## config.mk

```make
export PLATFORM = sky130hd
export DESIGN_NAME = stream_cmd_responder
export DESIGN_NICKNAME = d
export VERILOG_FILES = /design/src/rtl/stream_cmd_pkg.sv /design/src/rtl/stream_cmd_responder.sv
export SDC_FILE = /design/constraint.sdc
export NUM_CORES = 1
export LEC_CHECK = 0
export ABC_AREA = 1
export CAP_MARGIN = 10
export CELL_PAD_IN_SITES_DETAIL_PLACEMENT = 1
export CELL_PAD_IN_SITES_GLOBAL_PLACEMENT = 2
export CORE_ASPECT_RATIO = 0.7
export CORE_MARGIN = 2
export CORE_UTILIZATION = 28
export DETAILED_ROUTE_END_ITERATION = 8
export PLACE_DENSITY = 0.73
export SLEW_MARGIN = 15
export SYNTH_ARGS = -nofsm -noshare
export SYNTH_HDL_FRONTEND = slang
export SYNTH_SLANG_ARGS = --single-unit
```

## constraint.sdc

```tcl
create_clock -name clk -period 1.49 [get_ports clk]
set_input_delay 0.3725 -clock clk [delete_from_list [all_inputs] [get_ports clk]]
set_output_delay 0.3725 -clock clk [all_outputs]
set_load 0.02 [all_outputs]
```

## src/rtl/stream_cmd_pkg.sv

```systemverilog
// stream_cmd_pkg: command/response byte codes and FSM states for stream_cmd_responder.
package stream_cmd_pkg;
    localparam logic [7:0] CMD_WR  = 8'h57;
    localparam logic [7:0] CMD_RD  = 8'h52;
    localparam logic [7:0] RSP_ACK = 8'h06;
    localparam logic [7:0] RSP_NAK = 8'h15;
    typedef enum logic [2:0] {
        IDLE,
        ARGS,
        BUS_WR,
        BUS_RD,
        RD_WAIT,
        RESP
    } state_e;
endpackage

```

## src/rtl/stream_cmd_responder.sv

```systemverilog
// stream_cmd_responder: byte-stream command parser issuing 16-bit bus reads/writes and streaming back a response.
module stream_cmd_responder
    import stream_cmd_pkg::*;
#(
    parameter int unsigned TIMEOUT_CYCLES = 480000
) (
    input  logic        clk,
    input  logic        rst,
    input  logic [7:0]  in_data,
    input  logic        in_valid,
    output logic        in_ready,
    output logic [7:0]  out_data,
    output logic        out_valid,
    input  logic        out_ready,
    output logic [15:0] bus_addr,
    output logic [15:0] bus_wdata,
    output logic        bus_we,
    output logic        bus_re,
    input  logic [15:0] bus_rdata
);
    localparam int TW = $clog2(TIMEOUT_CYCLES + 1);

    state_e        state_q, state_d;
    logic [1:0]    idx_q, idx_d;
    logic          cmd_wr_q, cmd_wr_d;
    logic [15:0]   addr_q, addr_d;
    logic [15:0]   wdata_q, wdata_d;
    logic [15:0]   resp_q, resp_d;
    logic          more_q, more_d;
    logic [TW-1:0] tmo_q, tmo_d;
    logic          in_ready_q, in_ready_d;
    logic          out_valid_q, out_valid_d;
    logic [7:0]    out_data_q, out_data_d;
    logic          bus_we_q, bus_we_d;
    logic          bus_re_q, bus_re_d;
    logic          in_acc, out_acc;

    assign in_acc    = in_valid && in_ready_q;
    assign out_acc   = out_valid_q && out_ready;
    assign in_ready  = in_ready_q;
    assign out_valid = out_valid_q;
    assign out_data  = out_data_q;
    assign bus_we    = bus_we_q;
    assign bus_re    = bus_re_q;
    assign bus_addr  = addr_q;
    assign bus_wdata = wdata_q;

    always_comb begin
        state_d  = state_q;
        idx_d    = idx_q;
        cmd_wr_d = cmd_wr_q;
        addr_d   = addr_q;
        wdata_d  = wdata_q;
        resp_d   = resp_q;
        more_d   = more_q;
        tmo_d    = '0;
        case (state_q)
            IDLE: begin
                idx_d = '0;
                if (in_acc) begin
                    cmd_wr_d = in_data == CMD_WR;
                    state_d  = (in_data == CMD_WR || in_data == CMD_RD) ? ARGS : RESP;
                    resp_d   = {RSP_NAK, 8'h00};
                    more_d   = 1'b0;
                end
            end
            ARGS: begin
                if (in_acc) begin
                    idx_d   = idx_q + 2'd1;
                    addr_d  = idx_q == 2'd0 ? {in_data, addr_q[7:0]} :
                              idx_q == 2'd1 ? {addr_q[15:8], in_data} : addr_q;
                    wdata_d = idx_q == 2'd2 ? {in_data, wdata_q[7:0]} :
                              idx_q == 2'd3 ? {wdata_q[15:8], in_data} : wdata_q;
                    if (idx_q == (cmd_wr_q ? 2'd3 : 2'd1))
                        state_d = cmd_wr_q ? BUS_WR : BUS_RD;
                end else if (tmo_q == TW'(TIMEOUT_CYCLES - 1)) begin
                    state_d = IDLE;
                end else begin
                    tmo_d = tmo_q + 1'b1;
                end
            end
            BUS_WR: begin
                resp_d  = {RSP_ACK, 8'h00};
                more_d  = 1'b0;
                state_d = RESP;
            end
            BUS_RD: state_d = RD_WAIT;
            RD_WAIT: begin
                resp_d  = bus_rdata;
                more_d  = 1'b1;
                state_d = RESP;
            end
            RESP: begin
                if (out_acc) begin
                    resp_d  = {resp_q[7:0], 8'h00};
                    more_d  = 1'b0;
                    state_d = more_q ? RESP : IDLE;
                end
            end
            default: state_d = IDLE;
        endcase
        // Outputs are registered from the next state so they line up with state_q.
        in_ready_d  = state_d == IDLE || state_d == ARGS;
        out_valid_d = state_d == RESP;
        out_data_d  = state_d == RESP ? resp_d[15:8] : 8'h00;
        bus_we_d    = state_d == BUS_WR;
        bus_re_d    = state_d == BUS_RD;
    end

    always_ff @(posedge clk or negedge rst) begin
        if (!rst) begin
            state_q     <= IDLE;
            idx_q       <= '0;
            cmd_wr_q    <= 1'b0;
            addr_q      <= '0;
            wdata_q     <= '0;
            resp_q      <= '0;
            more_q      <= 1'b0;
            tmo_q       <= '0;
            in_ready_q  <= 1'b0;
            out_valid_q <= 1'b0;
            out_data_q  <= '0;
            bus_we_q    <= 1'b0;
            bus_re_q    <= 1'b0;
        end else begin
            state_q     <= state_d;
            idx_q       <= idx_d;
            cmd_wr_q    <= cmd_wr_d;
            addr_q      <= addr_d;
            wdata_q     <= wdata_d;
            resp_q      <= resp_d;
            more_q      <= more_d;
            tmo_q       <= tmo_d;
            in_ready_q  <= in_ready_d;
            out_valid_q <= out_valid_d;
            out_data_q  <= out_data_d;
            bus_we_q    <= bus_we_d;
            bus_re_q    <= bus_re_d;
        end
    end
endmodule

```

==> results.ini, run 1 <==
[route]
wl_um = 12200
routedWlPerCell_um = 15.7
drc = 0
num_vias = 3496
antenna_left = 0
drt_iter0_drc = 138
vias_per_cell = 4.52
dr.pass1.iters = 4

[clock_tree]
cts_max_level = 3
root_buffer = clkbuf_16
cts_tree = yes
cts_sinks = 86
numCtsBuffers = 9
clock_path_buffers = 2
worstSkewPairLatency_ns = 0.34
cts.clk_slew.worst_paths_ns = 0.07

[critical_path]
critical_path_required_ns = 1.72
critPathMaxFanout = 8
startpoint_type = input pin
arrival_ns = 1.74
end_kind = register
worstSetupPathType = in -> reg

[floorplanning]
dieArea_um2 = 14800
die_y_um = 102
rows = 35
core_area_um2 = 13300
fp.dieW_um = 145
boundaryPins = 72
start_util_pct = 29.1

[timing]
min_period_over_period_pct = 101
rsz0062_at_grt = yes
fin_tns_setup_ns = -0.0518
fin_crit_ns = 1.50
slew_viol_final = 0
skew_ns = 0.00939
final.setup.worst_slack_ns = -0.0146
hold_violations = 0
worst_slew_pin_slew_ns = 0.376
finalSetupViolations = 9
max_freq_mhz = 665
worst_slew_margin_rel_pct = 74.9

[grt]
antenna_found_initial = 0
grt_usage_pct = 16.6
grt_max_degree = 34
grt_pass1_vias = 3645
grt_pass1_wl_um = 18700
grt_overflow_total = 0

[cells_and_area]
nets = 619
antenna_cells = 0
drive_gt1_share_pct = 32.3
final_cells = 774
area_delta_synth_final_pct = 54.4

[power_and_ir_drop]
clock_power_share_pct = 20.2
combPwrFrac_pct = 46.6
peakVddDrop_mv = 0.717
p_per_area_nw_per_um2 = 1790
p_leak_nw = 2.99
p_seq_share_pct = 33.2
p_int_mw = 6.40
netSwitchingPower_mw = 4.31
netSwitchingFraction_pct = 40.2

[run_status]
violations = negative setup slack
status = finished, violations left

[yosys]
synth_cell_type_count = 30
ys_seq_elements = 86
synth_warnings = 0
syn_area_um2 = 3870
ys_seq_area_share_pct = 55.6
synth_nets = 471
syn_inst = 438
avgSynthCellArea_um2 = 8.84

[min_path]
hp-class = reg -> reg

[place]
dp.cells = 732
place.gp.congestion = 0.767
hpwl_um = 8470
portBuffers = 71

[job]
cap_violations = 0

cell usage after synthesis (all sizes together):
cell | instances | area (um2)
a22oi | 4 | 30.0
nor2 | 56 | 241
nor3 | 7 | 35.0
xor2 | 5 | 43.8
o21ai | 54 | 274
a31o | 1 | 8.76
nand2 | 119 | 467
buf | 8 | 51.3
nand3 | 19 | 113
xnor2 | 5 | 43.8
ha | 5 | 62.6
nand3b | 2 | 40.0
nand4 | 10 | 75.1
dfrtp | 86 | 2150
a21oi | 10 | 53.8
inv | 46 | 173
a31oi | 1 | 6.26
timing repair:
item	CTS	global route
buffers inserted	3	19
pin swaps	5	25
hold buffers	1	0
resized for setup	69	91
hold endpoints to repair	18	0
gates cloned	3	2
endpoints found under the setup margin	84	68
final cells by class:
class                      count  area, um2
inverter                      46        173
fill                        1537       7340
timing repair buffer         140       1260
clock buffer                   9        225
sequential                    86       2160
clock inverter                 5       52.6
multi-input combinational    303       1880
tap                          185        231
path summary, 6_finish.rpt:
| kind | start | to | slack (ns) | cells after the start |
|---|---|---|---|---|
| min in group asynchronous | rst | tmo_q[13] | 0.50 | 2 |
| worst max register to register | state_q[1] | out_data[5] | -0.01 | 9 |
| worst max-delay path | in_valid | bus_addr[5] | -0.01 | 8 |
| worst min-delay path | bus_wdata[12] | bus_wdata[12] | 0.49 | 2 |
| max in group asynchronous | rst | bus_wdata[0] | 0.48 | 3 |
| worst min register to register | bus_wdata[12] | bus_wdata[12] | 0.49 | 2 |
per-stage QoR:
step | utilization, % | total power, mW | hold WS, ns | instance area, um2 | worst slack (ns)
floorplan | - | 5.73 | 0.0769 | 3870 | 0.0665
global placement | 38.7 | 7.59 | 0.322 | 5150 | -0.416
detailed placement | 38.7 | 7.70 | 0.323 | 5150 | -0.455
CTS | 41.5 | 9.98 | 0.488 | 5520 | -0.0310
global route | 44.9 | 11.4 | 0.517 | 5980 | -0.0936
finish | 44.9 | 10.7 | 0.485 | 5980 | -0.0146
state kept, by name, indices dropped and copies added, names as in the netlist:
register / cells
bus_we: 1
out_valid: 1
more_q: 1
idx_q: 2
bus_addr: 16
bus_re: 1
out_data: 8
tmo_q: 19
in_ready: 1
cmd_wr_q: 1
resp_q: 16
bus_wdata: 16
state_q: 3
per-layer routing:
| layer | global-route usage (%) | wire length (um) | vias to the layer above |
|---|---|---|---|
| met4 | 3.51 | 106 | 0 |
| met5 | 0 | 0 | - |
| met2 | 24.6 | 5250 | 65 |
| met1 | 23.1 | 6030 | 1703 |
| li1 | - | - | 1717 |
| met3 | 6.33 | 765 | 11 |
power by group through the flow:
stage                     clock network, mW  logic (mW)  registers [mW]
after global routing                   2.31        5.46            3.65
final                                  2.17        4.99            3.55
after CTS                              2.23        4.23            3.52
after detailed placement                  0        4.14            3.56
after floorplan                           0        1.67            4.06
after global placement                    0        4.05            3.54
placed cells by master, fill, tap and decap left out, types with 2 or more instances in the layout:
cell type         n
a21oi_1           6
a21oi_2           3
a22oi_2           3
buf_12            5
buf_4            59
buf_6             5
clkbuf_16         9
clkdlybuf4s15_1   5
clkdlybuf4s50_1  24
clkinv_2          3
dfrtp_1          83
dfrtp_2           3
dlygate4sd2_1    41
ha_1              4
inv_1            29
inv_2            17
nand2_1          86
nand2_2          28
nand2_4           3
nand2_8           3
nand3_1          13
nand3_2           4
nand3_4           2
nand3b_4          4
nand4_1           8
nor2_1           37
nor2_2           12
nor2_4            6
nor3_1            3
nor3_2            2
nor3_4            2
o21ai_0          22
o21ai_1          25
o21ai_2           7
o21ai_4           2
xnor2_1           5
xor2_1            5
critical path, stage by stage:
cell and delay (ns):
clkdlybuf4s50_1 0.51, nand2_4 0.10, buf_4 0.18, nor2_8 0.12
buf_6 0.12, nand3b_4 0.16, nand2_2 0.12, o21ai_2 0.05
kinds of logic after synthesis:
group,count (synthesis),share of synthesized area (%)
AO/OA/AOI/OAI,70,9.63
XOR/XNOR,10,2.26
adder cells (fa/ha/maj),5,1.62
buffers and inverters,54,5.79
flip-flops,86,55.6
AND/OR/NAND/NOR,213,25.1
Power figures use the tool's default switching activity.
==> run 2, diff against run 1 <==
--- a/config.mk
+++ b/config.mk
@@ -10,7 +10,7 @@
 export CELL_PAD_IN_SITES_DETAIL_PLACEMENT = 1
 export CELL_PAD_IN_SITES_GLOBAL_PLACEMENT = 2
 export CORE_ASPECT_RATIO = 0.7
-export CORE_MARGIN = 2
+export CORE_MARGIN = 3
 export CORE_UTILIZATION = 28
 export DETAILED_ROUTE_END_ITERATION = 8
 export PLACE_DENSITY = 0.73
==> run 2 against run 1 <==
Net effect:
- largest cell class unchanged
- critical path depth unchanged
- sequential cell count stayed put
- the run now ends clean
- final cell count shrank 0.65%
- utilization about the same
- highest routed layer unchanged
- sequential power increased by 1%
==> results.ini, run 2 (same netlist as run 1, synthesis figures left out) <==
[floorplanning]
die_y_um = 104  ; +2.0%
core_area_um2 = 13300  ; unchanged
fp.dieW_um = 147  ; +1.4%
rows = 35  ; unchanged
dieArea_um2 = 15300  ; +3.4%
boundaryPins = 72  ; unchanged
start_util_pct = 29.1  ; unchanged

[route]
vias_per_cell = 4.51  ; -0.24%
routedWlPerCell_um = 16.1  ; +2.4%
wl_um = 12400  ; +1.7%
drt_iter0_drc = 119  ; -14%
dr.pass1.iters = 4  ; unchanged
antenna_left = 0  ; unchanged
num_vias = 3465  ; -0.89%
drc = 0  ; unchanged

[power_and_ir_drop]
p_leak_nw = 2.96  ; -0.93%
clock_power_share_pct = 20.9  ; +0.7 points
netSwitchingPower_mw = 4.47  ; +3.8%
p_int_mw = 6.60  ; +3.0%
netSwitchingFraction_pct = 40.4  ; +0.19 points
peakVddDrop_mv = 0.666  ; -7.2%
combPwrFrac_pct = 46.7  ; about the same
p_per_area_nw_per_um2 = 1850  ; +3.2%
p_seq_share_pct = 32.5  ; -0.7 points

[timing]
min_period_over_period_pct = 99.6  ; -1.4 points
worst_slew_pin_slew_ns = 0.480  ; +0.104 ns
skew_ns = 0.00531  ; -0.00408 ns
hold_violations = 0  ; unchanged
fin_crit_ns = 1.48  ; -0.0202 ns
rsz0062_at_grt = yes
max_freq_mhz = 674  ; +1.4%
fin_tns_setup_ns = 0  ; +0.0518 ns
slew_viol_final = 0  ; unchanged
finalSetupViolations = 0  ; -9
worst_slew_margin_rel_pct = 68.0  ; -6.9 points

[clock_tree]
numCtsBuffers = 9  ; unchanged
cts-hold-fix-buffers = 0  ; -1
root_buffer = clkbuf_16
cts.clk_slew.worst_paths_ns = 0.06  ; about the same
clock_path_buffers = 2  ; unchanged
cts_max_level = 3  ; unchanged
cts_sinks = 86  ; unchanged
cts_tree = yes
worstSkewPairLatency_ns = 0.34  ; about the same

[cells_and_area]
largest_reg_flops = 19  ; unchanged
layout_commonest_cell = nand2_1
antenna_cells = 0  ; unchanged
design_area_um2 = 5980  ; +0.10%
drive_gt1_share_pct = 32.2  ; -0.066 points
nets = 613  ; -0.97%
fill_cells = 1579  ; +2.7%
final_cells = 769  ; -0.65%
top_register = tmo_q
area_delta_synth_final_pct = 54.6
layout_common_cells = nand2_1, dfrtp_1, buf_4

[place]
portBuffers = 71  ; unchanged
hpwl_um = 8490  ; +0.22%
dpl_cell_area_um2 = 5170  ; +0.29%
place.gp.congestion = 0.798  ; +4.1%
dp.cells = 739  ; +0.96%

[critical_path]
ff2ff_setup_slack_ns = 0.006  ; +0.02 ns
end_kind = register
r2r_cells = 7  ; -2
startpoint_type = input pin
rr_endpoint = bus_wdata[1]
r2r-start = state_q[0]
critical_path_required_ns = 1.71  ; about the same
arrival_ns = 1.71  ; -0.03 ns
critPathMaxFanout = 8  ; unchanged
worstSetupPathType = in -> reg

[grt]
grt_overflow_total = 0  ; unchanged
grt_pass1_wl_um = 19600  ; +4.8%
grt_max_degree = 87  ; +160%
grt_usage_pct = 15.9  ; -0.63 points
antenna_found_initial = 0  ; unchanged
grt_pass1_vias = 3755  ; +3.0%

[min_path]
hp-class = in -> async

[run_status]
status = finished clean

[job]
cap_violations = 0  ; unchanged

[run 2: changes by cell type in the layout (fill, tap and decap cells not counted), moves of 2 or more]
cell            previous run  this run
inv_2                     17        14
dlymetal6s2s_1             0         2
nand2_4                    3         8
dlygate4sd2_1             41        39
a21oi_2                    3         1
nand2_2                   28        23
clkinv_2                   3         1
buf_12                     5         3
inv_4                      0         4
o21ai_2                    7         5
buf_6                      5         7
buf_4                     59        55
clkbuf_8                   0         2
a21oi_4                    1         3
[run 2: how the worst max path moves through the flow]
stage | startpoint | endpoint | slack, ns | depth (start not counted)
final | in_valid | bus_wdata[1] | 0.006 | 8
after global routing | idx_q[0] | bus_wdata[0] | -0.08 | 4
after CTS | in_valid | bus_addr[11] | -0.009 | 7
after detailed placement | in_valid | tmo_q[14] | -0.44 | 8
after global placement | in_valid | tmo_q[14] | -0.46 | 8
after floorplan | tmo_q[0] | tmo_q[9] | 0.07 | 9
[run 2: final cells by class]
class / count / area [um2] / share of cell area [%]
Timing Repair Buffer: 135 / 1200 / 20.1
Sequential cell: 86 / 2160 / 36.0
Clock inverter: 3 / 43.8 / 0.732
Inverter: 46 / 183 / 3.05
Tap cell: 185 / 231 / 3.87
Multi-Input combinational cell: 302 / 1910 / 31.9
Clock buffer: 12 / 256 / 4.29
[run 2: stage by stage]
step	hold WS, ns	power, mW	utilization (%)	worst slack [ns]
after detailed placement	0.462	7.84	38.8	-0.435
final	0.0615	11.1	44.9	0.00564
after global routing	0.0973	11.8	44.9	-0.0797
after global placement	0.447	7.71	38.8	-0.457
after CTS	0.0880	10.3	41.7	-0.00900
after floorplan	0.0769	5.73	-	0.0665
[run 2: critical path, cell delays in order]
cell             delay, ns
clkdlybuf4s50_1       0.47
nand2_2               0.10
buf_6                 0.16
nor2_8                0.14
buf_12                0.15
nand3b_4              0.14
nand2_1               0.10
o21ai_1               0.06
[run 2: power by group through the flow]
stage	registers (mW)	logic [mW]	clock network (mW)
3_3_place_gp	3.56	4.15	0
6_report	3.59	5.16	2.31
5_1_grt	3.69	5.64	2.49
2_1_floorplan	4.06	1.67	0
3_5_place_dp	3.57	4.27	0
4_1_cts	3.55	4.37	2.37
[run 2: repair_timing]
| item | in CTS | in global routing |
|---|---|---|
| gates resized for setup | 68 | 107 |
| pin swaps | 3 | 25 |
| gates cloned | 2 | 2 |
| setup buffers | 3 | 8 |
| endpoints found under the setup margin | 85 | 73 |
[run 2: layer usage]
layer,GRT usage [%],up-vias,routed length (um)
met2,23.5,58,5450
met4,3.56,0,92
met1,22.5,1695,6220
met3,5.57,8,604
li1,-,1704,-
met5,0,-,0
